--- src/rtl/core_pkg.sv ---
// rtl/core_pkg.sv - LSU type/state enums, byte-enable masks and split detection
package core_pkg;

    typedef enum logic [1:0] {
        LSU_WORD = 2'b00,
        LSU_HALF = 2'b01,
        LSU_BYTE = 2'b10
    } lsu_type_e;

    typedef enum logic [2:0] {
        IDLE,
        WAIT_GNT_MIS,
        WAIT_RVALID_MIS,
        WAIT_GNT,
        WAIT_RVALID
    } lsu_state_e;

    localparam logic [3:0] BE_WORD = 4'b1111;
    localparam logic [3:0] BE_HALF = 4'b0011;
    localparam logic [3:0] BE_BYTE = 4'b0001;

    function automatic logic [3:0] be_mask(input logic [1:0] lsu_type);
        case (lsu_type)
            LSU_HALF: return BE_HALF;
            LSU_BYTE: return BE_BYTE;
            default:  return BE_WORD;
        endcase
    endfunction

    function automatic logic is_split(input logic [1:0] lsu_type, input logic [1:0] off);
        case (lsu_type)
            LSU_HALF: return off == 2'd3;
            LSU_BYTE: return 1'b0;
            default:  return off != 2'd0;
        endcase
    endfunction

endpackage

--- src/rtl/lsu_data_align.sv ---
// rtl/lsu_data_align.sv - load data merge, right-align and sign/zero extension
module lsu_data_align
    import core_pkg::*;
(
    input  logic [31:0] rdata_i,
    input  logic [31:0] rdata_q_i,
    input  logic [1:0]  off_i,
    input  logic [1:0]  lsu_type_i,
    input  logic        split_i,
    input  logic        sign_ext_i,
    output logic [31:0] rdata_o
);

    logic [63:0] merged;
    logic [31:0] shifted;

    always_comb begin
        // Beat 2 supplies the upper bytes; beat 1 was parked in rdata_q.
        merged  = split_i ? {rdata_i, rdata_q_i} : {32'd0, rdata_i};
        shifted = 32'(merged >> {off_i, 3'b000});
        case (lsu_type_i)
            LSU_HALF: rdata_o = {{16{sign_ext_i & shifted[15]}}, shifted[15:0]};
            LSU_BYTE: rdata_o = {{24{sign_ext_i & shifted[7]}}, shifted[7:0]};
            default:  rdata_o = shifted;
        endcase
    end

endmodule

--- src/rtl/lsu_split_ctrl.sv ---
// rtl/lsu_split_ctrl.sv - EX-stage load/store controller with misaligned split
// Optional macro LSU_MISALIGN_TRAP_EN: trap split accesses instead of issuing two beats.
module lsu_split_ctrl
    import core_pkg::*;
#(
    parameter int unsigned GNT_TIMEOUT = 0
) (
    input  logic        clk_i,
    input  logic        rst_i,
    input  logic        lsu_req_i,
    input  logic        lsu_we_i,
    input  logic [1:0]  lsu_type_i,
    input  logic        lsu_sign_ext_i,
    input  logic [31:0] lsu_wdata_i,
    input  logic [31:0] adder_result_ex_i,
    output logic        data_req_o,
    input  logic        data_gnt_i,
    input  logic        data_rvalid_i,
    input  logic        data_err_i,
    output logic [31:0] data_addr_o,
    output logic        data_we_o,
    output logic [3:0]  data_be_o,
    output logic [31:0] data_wdata_o,
    input  logic [31:0] data_rdata_i,
    output logic        lsu_addr_incr_req_o,
    output logic [31:0] addr_last_o,
    output logic [31:0] lsu_rdata_o,
    output logic        lsu_rdata_valid_o,
    output logic        lsu_req_done_o,
    output logic        load_err_o,
    output logic        store_err_o,
    output logic        misaligned_err_o,
    output logic        busy_o
);

    lsu_state_e  state_q;
    logic [31:0] addr_last_q, rdata_q, gnt_cnt_q;
    logic [1:0]  type_q, off_q;
    logic        we_q, sign_q, split_q;

    logic        idle, wait_gnt, beat2, split_cur, accept, gnt_timeout;
    logic        trap_req, trap_done, rvalid_done, beat1_err, bus_err;
    logic [1:0]  off_cur, type_cur;
    logic [5:0]  wshift;
    logic [7:0]  be_wide;

    `ifdef LSU_MISALIGN_TRAP_EN
    logic mis_trap_q;
    assign trap_req = idle & lsu_req_i & split_cur;
    always_ff @(posedge clk_i) begin
        if (rst_i) mis_trap_q <= 1'b0;
        else       mis_trap_q <= trap_req;
    end
    assign trap_done = mis_trap_q;
    `else
    assign trap_req  = 1'b0;
    assign trap_done = 1'b0;
    `endif

    always_comb begin
        idle        = state_q == IDLE;
        wait_gnt    = (state_q == WAIT_GNT_MIS) || (state_q == WAIT_GNT);
        beat2       = split_q && ((state_q == WAIT_GNT) || (state_q == WAIT_RVALID));
        split_cur   = is_split(lsu_type_i, adder_result_ex_i[1:0]);
        accept      = idle & lsu_req_i & ~trap_req;
        gnt_timeout = (GNT_TIMEOUT != 0) && wait_gnt && (gnt_cnt_q == GNT_TIMEOUT);
        // In IDLE the bus is driven straight from EX so req goes out the same cycle.
        off_cur     = idle ? adder_result_ex_i[1:0] : off_q;
        type_cur    = idle ? lsu_type_i : type_q;
        wshift      = {1'b0, off_cur, 3'b000};
        be_wide     = {4'b0000, be_mask(type_cur)} << off_cur;
        rvalid_done = (state_q == WAIT_RVALID) & data_rvalid_i;
        beat1_err   = (state_q == WAIT_RVALID_MIS) & data_rvalid_i & data_err_i;
        bus_err     = (rvalid_done & data_err_i) | beat1_err | gnt_timeout;
    end

    assign data_req_o          = accept | (wait_gnt & ~gnt_timeout);
    assign data_addr_o         = {adder_result_ex_i[31:2], 2'b00};
    assign data_we_o           = idle ? lsu_we_i : we_q;
    assign data_be_o           = beat2 ? be_wide[7:4] : be_wide[3:0];
    assign data_wdata_o        = (lsu_wdata_i << wshift) | (lsu_wdata_i >> (6'd32 - wshift));
    assign lsu_addr_incr_req_o = (state_q == WAIT_RVALID_MIS) | beat2;
    assign addr_last_o         = addr_last_q;
    assign lsu_rdata_valid_o   = rvalid_done & ~data_err_i & ~we_q;
    assign lsu_req_done_o      = rvalid_done | beat1_err | gnt_timeout | trap_done;
    assign load_err_o          = bus_err & ~we_q;
    assign store_err_o         = bus_err & we_q;
    assign misaligned_err_o    = trap_done;
    assign busy_o              = ~idle;

    lsu_data_align u_align (
        .rdata_i    (data_rdata_i),
        .rdata_q_i  (rdata_q),
        .off_i      (off_q),
        .lsu_type_i (type_q),
        .split_i    (split_q),
        .sign_ext_i (sign_q),
        .rdata_o    (lsu_rdata_o)
    );

    always_ff @(posedge clk_i) begin
        if (rst_i) begin
            state_q     <= IDLE;
            addr_last_q <= 32'd0;
            rdata_q     <= 32'd0;
            gnt_cnt_q   <= 32'd0;
            type_q      <= LSU_WORD;
            off_q       <= 2'd0;
            we_q        <= 1'b0;
            sign_q      <= 1'b0;
            split_q     <= 1'b0;
        end else begin
            case (state_q)
                IDLE: begin
                    if (accept) begin
                        addr_last_q <= adder_result_ex_i;
                        type_q      <= lsu_type_i;
                        off_q       <= adder_result_ex_i[1:0];
                        we_q        <= lsu_we_i;
                        sign_q      <= lsu_sign_ext_i;
                        split_q     <= split_cur;
                        // The request cycle itself counts as the first cycle without grant.
                        gnt_cnt_q   <= data_gnt_i ? 32'd0 : 32'd1;
                        if (split_cur) state_q <= data_gnt_i ? WAIT_RVALID_MIS : WAIT_GNT_MIS;
                        else           state_q <= data_gnt_i ? WAIT_RVALID : WAIT_GNT;
                    end
                end
                WAIT_GNT_MIS, WAIT_GNT: begin
                    if (gnt_timeout) begin
                        state_q   <= IDLE;
                        gnt_cnt_q <= 32'd0;
                    end else if (data_gnt_i) begin
                        gnt_cnt_q <= 32'd0;
                        state_q   <= (state_q == WAIT_GNT_MIS) ? WAIT_RVALID_MIS : WAIT_RVALID;
                    end else begin
                        gnt_cnt_q <= gnt_cnt_q + 32'd1;
                    end
                end
                WAIT_RVALID_MIS: begin
                    if (data_rvalid_i) begin
                        if (data_err_i) begin
                            state_q <= IDLE;
                        end else begin
                            rdata_q <= data_rdata_i;
                            state_q <= WAIT_GNT;
                        end
                    end
                end
                WAIT_RVALID: begin
                    if (data_rvalid_i) state_q <= IDLE;
                end
                default: state_q <= IDLE;
            endcase
        end
    end

endmodule

--- config.mk ---
export PLATFORM = sky130hd
export DESIGN_NAME = lsu_split_ctrl
export DESIGN_NICKNAME = d
export VERILOG_FILES = /design/src/rtl/core_pkg.sv /design/src/rtl/lsu_data_align.sv /design/src/rtl/lsu_split_ctrl.sv
export SDC_FILE = /design/constraint.sdc
export NUM_CORES = 1
export LEC_CHECK = 0
export CORE_MARGIN = 4
export CORE_UTILIZATION = 47
export DETAILED_ROUTE_END_ITERATION = 10
export PLACE_DENSITY = 0.92
export SYNTH_ARGS = -nofsm -noshare
export SYNTH_HDL_FRONTEND = slang
export SYNTH_SLANG_ARGS = --single-unit
--- constraint.sdc ---
create_clock -name clk_i -period 5.96 [get_ports clk_i]
set_clock_uncertainty 0.05 [all_clocks]
set_input_delay 1.49 -clock clk_i [delete_from_list [all_inputs] [get_ports clk_i]]
set_output_delay 1.49 -clock clk_i [all_outputs]
set_load 0.005 [all_outputs]
== Word-level counts from Yosys, hierarchy flattened ==
Cells that the tools add are included.
Storage, ports and cells
  bits in registers: 74
  bits of input ports: 106
  output and inout port bits: 141
  word-level logic and storage cells: 74
Cells by class
  equality and inequality tests: 15
  reduce and logical (&&, ||, !) cells: 9
  multiplexer cells: 18
  bitwise gates (word level): 19
  $add $sub $neg: 1
  shift-type cells: 4
Operators with widths (number)
  $mux 64: 1
  $pmux 32 s2: 1
  $shr 64x5->32: 1
  $or 32x32->32: 1
  $shl 32x5->32: 1
  $shr 32x6->32: 1
  $mux 3: 7
  $pmux 3 s4: 1
  $and 1x1->1: 11
  $eq 2x2->1 const B: 4
  $mux 2: 4
  $pmux 4 s2: 1
  $shl 4x2->8: 1
  $eq 2x1->1 const B: 3
  $eq 3x2->1 const B: 2
  $ne 2x2->1 const B: 3
  $sub 6x5->6 const A: 1
  $mux 4: 1
  $or 1x1->1: 4
  $reduce_and 4->1: 1
  $eq 3x1->1 const B: 1
  $eq 3x3->1 const B: 1
  $logic_not 3->1: 1
  $not 1->1: 3
  other kinds (9): 10

== Longest topological paths before layout ==
  depth after elaboration: 6
  gate-level depth with buffers: 9
  mapped depth without buffers: 9

== Modules after synthesis ==
A second synthesis with hierarchy kept.
Second synthesis, totals
  cells, all modules: 671
  area, all modules: 5753.0 um2
By module, submodules not included
  lsu_split_ctrl: seq. area each 1441.4 um2, area each 3930.0 um2, cells each 490, instances 1
  lsu_data_align: seq. area each 0.0 um2, area each 1823.0 um2, cells each 181, instances 1

== Least setup slack after synthesis ==
OpenSTA, ideal clock, no wires.
  path kind: in2out
  from: in adder_result_ex_i[1]
  to: out data_wdata_o[30]
  required time: 4.420 ns
  arrival time: 2.721 ns
  path slack: 1.699 ns
  cell stages on the path: 4
  buffers on the path: 2
  cells stage by stage: clkbuf_1 mux2i_2 buf_2 mux4_2
On the way
  cells in the longest elaborated chain, start to end: 4
RTL lines
  start: declaration: line lsu_split_ctrl.sv:15  | input logic [31:0] adder_result_ex_i,
  $mux 2 (*): line lsu_split_ctrl.sv:68  | off_cur = idle ? adder_result_ex_i[1:0] : off_q;
  $sub 6x5->6: line lsu_split_ctrl.sv:81  | assign data_wdata_o = (lsu_wdata_i << wshift) | (lsu_wdata_i >> (6'd32 - wshift));
  $shr 32x6->32: line lsu_split_ctrl.sv:81
  $or 32x32->32 (*): line lsu_split_ctrl.sv:81
  end: declaration: line lsu_split_ctrl.sv:23  | output logic [31:0] data_wdata_o,
Mark *: on every way between the ends. The rest lies on a longest branch, timed or not.

== Worst setup path after layout ==
  from: in adder_result_ex_i[1]
  to: out data_wdata_o[0]
The elaborated chain is that of the path after synthesis.

==> results.ini <==
[die]
core-area_um2=12000
dieArea_um2=14000
initial_utilization_pct=47.8
fp.dieH_um=118
io_pins=247
rows=40
die_x_um=118

[synth]
synth_xor_area_share_pct=0.306
synth_area_leaders=dfxtp_1 25%, mux2i_1 20%, mux4_2 13%
ys_seq_area_share_pct=25.2
synth-edff-count=0
synthArstFlopShare_pct=0
ys_warn_count=0
synth_mux_area_share_pct=37.0
synthSimpleGateAreaFrac_pct=14.8
synth_top_family_by_area=multiplexers
synth_fa_ha_area_share_pct=1.09
synth_compound_gate_area_share_pct=12.1
syn-cell-area_um2=5720
syn_area_per_cell_um2=8.93
syn_inst=640
synth_top_cell_area_share_pct=25.2
synth_flop_cell=dfxtp_1
synth.largest_area_cell=dfxtp_1
ys_types=55
synth-seq-cells=72

[placement]
post-dp-hpwl_um=13500
globalplace.congestion=0.880
dp_slack_ns=0.583
portBuffers=243

[routing]
finalWirelength_um=17700
wl_per_cell_um=18.1
dr.pass1.iters=6
drt_iter0_drc=383
vias=5619
drc=0
vias_per_cell=5.76
ant_nets=0

[sta]
worst_pin_slew_ns=0.820
min_period_ns=5.40
rsz0062_at_grt=false
relSlewSlack_pct=45.4
max_freq_mhz=185
hold_viol=0
tns_ns=0
setup_violations=0
min_period_over_period_pct=90.6
fin_ws_ns=0.562
slew_violations=0

[clocking]
cts_resized=0
clk-insertion-delay-late_ns=0.32
cts_tree=done
numCtsBuffers=9
htree_num_levels=3
post_cts_buffers=0
cts_sinks=72
path_clk_slew_ns=0.06
cts_buffer_depth=2
cts-root-buf=clkbuf_16
postCtsHoldBufs=0

[flow_run]
max_cap_violations=0

[setup_path]
reg2reg_depth=5
path_depth=5
cp.arrival_ns=3.86
crit_slowest_cell=mux2i_4
critical_path_required_ns=4.42
max_stage_delay_ns=0.64
crit_type=in2out
path_max_fanout=19
ff2ff_setup_slack_ns=3.76
path_buf_inv=3
startpoint_type=input pin
path_cells=clkdlybuf4s50_1 > mux2i_4 > buf_4 > mux2i_1 > clkdlybuf4s50_1
worstSetupEndpointType=output pin
critical-path-top-delay-family=buffers and inverters
cpMostUsedCell=clkdlybuf4s50_1

[power_and_ir_drop]
p_int_mw=1.74
leakagePower_nw=3.11
p_switching_mw=0.929
power.share.switching_pct=34.8
comb_power_share_pct=56.8
irDropWorstVdd_v=0.000173
power_density_nw_per_um2=324
p_seq_share_pct=23.2
clockPowerShare_pct=20.0

[finish]
syn_to_final_growth_pct=44.3
mostFrequentLayoutCells=242 x clkdlybuf4s50_1, 112 x mux2i_1, 107 x nand2_1
fin_nets=935
final_layout_size_suffix_gt1_share_pct=9.05
antenna_cells=0
layout_commonest_cell=clkdlybuf4s50_1
n_fill_cell=916

[grt]
overflow=0
grt_pass1_vias=5457
grt_pass1_wl_um=28300
grt_max_degree=54
antenna_found_initial=0
track_usage_pct=24.4

[run_status]
status=complete, no violations

[hold_path]
hold_depth=2
worstHoldPathType=reg2reg

[cell type report]
class	instances	area [um2]	share of cell area, %
clock inverters	4	45.0	0.546
clock buffers	12	246	2.99
multi-input cells	476	3760	45.6
flip-flops and latches	72	1450	17.5
inverters	10	37.5	0.455
well taps	147	184	2.23
repair buffers	255	2530	30.7
[power by group through the flow]
stage,logic [mW],registers (mW),clock network (mW)
3_5_place_dp,1.52,0.628,0
6_report,1.52,0.619,0.534
3_3_place_gp,1.49,0.624,0
2_1_floorplan,0.846,0.584,0
4_1_cts,1.53,0.618,0.545
5_1_grt,1.63,0.628,0.566
[Yosys cell counts (2+ instances only)]
cell type	instances
inv_1	9
or3b_2	2
o21ai_0	16
mux4_2	33
nand3b_1	3
nand2_1	107
mux2_2	5
a21o_1	2
nor2b_1	4
dfxtp_1	72
buf_1	4
mux2i_1	112
buf_4	38
or2_2	2
nor3_1	4
nand2b_1	8
a21oi_1	57
o221ai_1	2
nor2_1	52
nand3_1	4
ha_1	5
mux2i_2	2
a22oi_1	2
o2bb2ai_1	6
buf_6	2
mux4_1	6
clkbuf_1	24
buf_2	15
o211ai_1	16
[per-layer routing]
metal,up-vias,share of wire (%),track usage (%)
li1,2652,-,-
met1,2682,40,29.3
met2,239,50,42.3
met3,46,6.1,4.50
met4,0,3.4,11.4
met5,-,0,0
[stage by stage]
step	std cells	util, %	power, mW	instance area, um2	hold slack (ns)
finish	976	69.0	2.67	8250	0.398
floorplan	642	-	1.43	5720	0.382
global placement	960	66.5	2.11	7960	0.390
global route	976	69.0	2.82	8250	0.418
detailed placement	960	66.5	2.15	7960	0.392
CTS	976	69.0	2.69	8250	0.400
[final timing paths]
kind | start | endpoint
worst min register to register | sign_q | sign_q
worst max register to register | state_q[0] | split_q
worst max-delay path | adder_result_ex_i[1] | data_wdata_o[0]
worst min-delay path | sign_q | sign_q
[flip-flops by register name (all words and copies together) (netlist names)]
register	flops
addr_last_o	32
rdata_q	32
sign_q	1
split_q	1
state_q	3
type_q	2
we_q	1
[logic make-up (layout without fill, tap and decap cells)]
| logic type | count (synthesis) | count (layout) |
|---|---|---|
| multiplexers | 159 | 159 |
| AO/OA/AOI/OAI | 113 | 113 |
| XOR/XNOR | 2 | 2 |
| buffers and inverters | 94 | 281 |
| adder cells (fa/ha/maj) | 5 | 5 |
| flip-flops | 72 | 72 |
| other | 1 | 3 |
| AND/OR/NAND/NOR | 194 | 194 |
[tightest hold or removal path, stage by stage, from the launching register on]
cell,delay [ns]
dfxtp_1,0.30
nand2_1,0.05
a21oi_1,0.05
No activity file was read; power rests on OpenSTA's default activity.
==> RTL change 1: new RTL, config.mk and constraints unchanged <==
Add a define of `LSU_MISALIGN_TRAP_EN`.
--- a/src/rtl/lsu_split_ctrl.sv
+++ b/src/rtl/lsu_split_ctrl.sv
@@ -1,5 +1,7 @@
 // rtl/lsu_split_ctrl.sv - EX-stage load/store controller with misaligned split
 // Optional macro LSU_MISALIGN_TRAP_EN: trap split accesses instead of issuing two beats.
+`define LSU_MISALIGN_TRAP_EN
+
 module lsu_split_ctrl
     import core_pkg::*;
 #(
Check against the original RTL: not equivalent (Yosys sat finds a counterexample within 4 cycles, from zero or initial values and one cycle with rst_i high).
==> RTL change 1 against the original RTL <==
- first-iteration DRC count up 46%
- setup slack better by 87 ps
- combinational power down 36%
- cell area about the same
- sequential cell count up 1
- wire length up 3.2%
- maximum frequency up 1.6%
- clock power up 5.1%
- synthesized area unchanged
- power down 22%
- sequential power down 8.9%
- critical endpoint is now lsu_rdata_o[19]
==> RTL change 1: results (changes against the original RTL) <==
* Max stage delay cell, worst path: mux4_2
* Commonest cells in the netlist: 174 x nand2_1, 94 x mux2i_1, 78 x a21oi_1, 73 x dfxtp_1, 38 x buf_4
* CP Max Fanout at 24 (+5)
* Reg area at 1470 um^2 (+1.5%)
* Post-CTS sizing at 0 (unchanged)
* Share of cells above drive strength 1 at 8.12% (-0.93 points)
* Leakage at 3.16 nW (+1.8%)
* Root Buffer: clkbuf_16
* CP max stage delay at 500 ps (-140 ps)
* Syn Area/Cell at 8.38 um^2 (-6.2%)
* Final nets at 969 (+3.6%)
* Initial antenna violation count at 0 (unchanged)
* Clk buf depth at 2 (unchanged)
* Largest net degree at the start of global routing at 75 (+39%)
* Routability cong. at 0.909 (+3.3%)
* Dpl cells at 994 (+3.5%)
* Vias in the first global route at 5695 (+4.4%)
* TritonCTS buffer count at 9 (unchanged)
* Setup WS pre-CTS at 657 ps (+73.3 ps)
* Hold Path Class: flop to flop
* Post-CTS Setup Inserts at 0 (unchanged)
* Drt total wl at 18300 um (+3.2%)
* First drt pass iteration count at 5 (-1)
* Ys Warns at 0 (unchanged)
* CTS clock-pin slew for the worst setup and hold paths at 60 ps (about the same)
* Post-synth ARST share at 0% (unchanged)
* HPWL after DPL at 13900 um (+2.6%)
* Worst-Margin Slew at 1190 ps (+374 ps)
* Max IR drop VDD at 174 uV (+0.29%)
* Port bufs at 244 (+0.41%)
* Register area share after synthesis at 25.6% (+0.35 points)
* Clk_lat worst skew at 330 ps
* Top FF cell, synth: dfxtp_1
* Synth cell types at 52 (-5.5%)
* Synth area leaders: dfxtp_1 26%, mux2i_1 16%, mux4_2 13%
* Initial drt markers at 560 (+46%)
* Outcome: finished, final reports clean
* H-tree Lvls at 3 (unchanged)
* Crit path DAT at 3770 ps (-90 ps)
* Antenna diodes at 0 (unchanged)
* Gr usage total at 25.2% (+0.80 points)
* FILL cells at 907 (-0.98%)
* Vias post-DR at 5759 (+2.5%)
* DP Area at 7930 um^2 (-0.31%)
* Crit path max-delay family: buffers and inverters
* Final ANT Viol Nets at 0 (unchanged)
* First-pass GRT wire length at 28900 um (+2.2%)
* Cell Int Power at 1.44 mW (-17%)
* Wire per inst at 18.1 um (-0.17%)
==> RTL change 1: changes by cell type in the layout (fill, tap and decap cells not counted), sizes merged, moves of 4 or more <==
cell	delta
a21oi	+21
a22oi	+6
clkinv	-4
mux2i	-20
mux4	-5
nand2	+67
nand3	+4
nor2	-37
==> RTL change 1: power groups by stage <==
| stage | Combinational (mW) | Sequential, mW | Clock [mW] |
|---|---|---|---|
| finish | 0.966 | 0.564 | 0.561 |
| global route | 1.04 | 0.569 | 0.596 |
| CTS | 0.971 | 0.564 | 0.572 |
| detailed placement | 0.963 | 0.575 | 0 |
| global placement | 0.951 | 0.571 | 0 |
| floorplan | 0.507 | 0.554 | 0 |
==> RTL change 1: kinds of logic after synthesis <==
kind of cell | share of synthesized area, %
other | 0.0656
AOI/OAI and AO/OA | 13.7
adders and majority gates | 1.09
and+or+nand+nor | 17.8
buffers and inverters | 9.85
muxes | 31.6
DFF | 25.6
xor gates and xnor gates | 0.306
==> RTL change 1: path summary, 6_finish.rpt <==
path / startpoint / endpoint / slack, ps / depth (start not counted)
min reg2reg: addr_last_o[15] / addr_last_o[15] / 400 / 2
min: addr_last_o[15] / addr_last_o[15] / 400 / 2
max reg2reg: state_q[0] / addr_last_o[12] / 3320 / 5
max: data_rdata_i[23] / lsu_rdata_o[19] / 650 / 6
==> RTL change 1: per-layer routing <==
layer / share of wire (%) / global-route usage (%) / vias up
met2: 50 / 44.1 / 261
li1: - / - / 2741
met4: 2.0 / 9.16 / 0
met5: 0 / 0 / -
met1: 39 / 28.5 / 2730
met3: 9.3 / 8.52 / 27
==> RTL change 1: layout make-up <==
cell class	instances	area share (%)
Clock buffer	12	3.25
Clock inverter	3	0.561
Inverter	8	0.364
Multi-Input combinational cell	513	45.1
Sequential cell	73	17.8
Tap cell	147	2.23
Timing Repair Buffer	253	30.7
==> RTL change 2: new RTL, config.mk and constraints unchanged <==
Made on the original files. Re-encode `lsu_state_e` (5 states) as one-hot, 5 bits wide.
--- a/src/rtl/core_pkg.sv
+++ b/src/rtl/core_pkg.sv
@@ -7,12 +7,12 @@
         LSU_BYTE = 2'b10
     } lsu_type_e;
 
-    typedef enum logic [2:0] {
-        IDLE,
-        WAIT_GNT_MIS,
-        WAIT_RVALID_MIS,
-        WAIT_GNT,
-        WAIT_RVALID
+    typedef enum logic [4:0] {
+        IDLE            = 5'b00001,
+        WAIT_GNT_MIS    = 5'b00010,
+        WAIT_RVALID_MIS = 5'b00100,
+        WAIT_GNT        = 5'b01000,
+        WAIT_RVALID     = 5'b10000
     } lsu_state_e;
 
     localparam logic [3:0] BE_WORD = 4'b1111;
Formal check against the unedited RTL: same outputs for any inputs over 4 cycles, from zero or initial values and one cycle with rst_i high; so few cycles prove little.
==> RTL change 2 against the original RTL <==
- critical path depth unchanged
- cell area decreased by 2.0%
- power decreased by 14%
- synthesized area decreased by 1.2%
- sequential cell count increased by 2
- wire length increased by 1.5%
- maximum frequency increased by 1.8%
- setup slack improved by 95 ps
- highest routed layer unchanged
==> RTL change 2: results (changes against the original RTL) <==
* Post-CTS sizing at 0 (unchanged)
* Power consumption at 2.30 mW (-14%)
* First-pass GRT wire length at 28900 um (+2.0%)
* First drt pass iteration count at 6 (unchanged)
* Hold Path Class: flop to flop
* CTS clock-pin slew for the worst setup and hold paths at 60 ps (about the same)
* TritonCTS buffer count at 9 (unchanged)
* Ys Warns at 0 (unchanged)
* Register area share after synthesis at 26.2% (+1.0 points)
* Metal3 WL at 1420 um (+31%)
* Port bufs at 243 (unchanged)
* Outcome: finished, final reports clean
* Routability cong. at 0.932 (+5.9%)
* Leakage at 3.21 nW (+3.2%)
* Synth area leaders: dfxtp_1 26%, mux2i_1 17%, nand2_1 11%
* Uppermost layer routed: met4
* Dpl cells at 1022 (+6.5%)
* Met3 global-route usage at 7.02% (+2.5 points)
* Share of cells above drive strength 1 at 6.15% (-2.9 points)
* DP Area at 7820 um^2 (-1.7%)
* Final ANT Viol Nets at 0 (unchanged)
* Vias per cell at 5.59 (-2.8%)
* Initial drt markers at 515 (+34%)
* Root Buffer: clkbuf_16
* Max stage delay cell, worst path: mux2i_4
* Clk buf depth at 2 (unchanged)
* Routed met1 length at 7190 um (+0.77%)
* Clk_lat worst skew at 320 ps (about the same)
* H-tree Lvls at 3 (unchanged)
* Worst slew margin at 29.1% (-16 points)
* Synth cell types at 52 (-5.5%)
* CP Max Fanout at 20 (+1)
* Antenna diodes at 0 (unchanged)
* Post-synth top area share at 26.2% (+1.0 points)
* Cell Int Power at 1.51 mW (-14%)
* Crit path DAT at 3760 ps (-100 ps)
* Largest net degree at the start of global routing at 75 (+39%)
* Combinational share of power at 53.6% (-3.2 points)
* Post-CTS Setup Inserts at 0 (unchanged)
* Seq group at 0.583 mW (-5.8%)
* Grt met2 use at 44.5% (+2.2 points)
* Met2 WL at 8920 um (+0.34%)
* HPWL after DPL at 13600 um (+0.38%)
* Commonest cells in the netlist: 160 x nand2_1, 98 x mux2i_1, 90 x a21oi_1, 74 x dfxtp_1, 37 x buf_4
* Initial antenna violation count at 0 (unchanged)
* Top FF cell, synth: dfxtp_1
* Syn Area/Cell at 7.87 um^2 (-12%)
* Met1 global-route usage at 28.6% (-0.68 points)
* Wire per inst at 17.3 um (-4.5%)
* Vias post-DR at 5806 (+3.3%)
* Setup WS pre-CTS at 674 ps (+91.1 ps)
* Crit path max-delay family: buffers and inverters
* Post-synth ARST share at 0% (unchanged)
* Vias in the first global route at 5668 (+3.9%)
* Max IR drop VDD at 171 uV (-1.5%)
* Gr usage total at 24.9% (+0.50 points)
[RTL change 2: worst paths after layout]
check,startpoint,end,slack (ps),cells after the start
hold reg to reg,rdata_q[4],rdata_q[4],400,2
setup reg to reg,state_q[4],state_q[3],3280,6
hold / removal,rdata_q[4],rdata_q[4],400,2
setup / recovery,adder_result_ex_i[0],data_wdata_o[4],660,5
[RTL change 2: kinds of logic after synthesis]
logic type	after synthesis	share of synthesized area, %
AND/OR/NAND/NOR	234	18.5
XOR/XNOR	5	0.776
adder cells (fa/ha/maj)	4	0.887
flip-flops	74	26.2
buffers and inverters	108	10.9
multiplexers	121	24.7
other	1	0.0664
AO/OA/AOI/OAI	170	17.9
[RTL change 2: cell type report]
cell class	instances	area, um^2
clock buffers	11	233
clock inverters	5	30.0
fillers	869	3480
inverters	15	56.3
multi-input cells	537	3570
flip-flops and latches	74	1490
well taps	143	179
repair buffers	253	2530
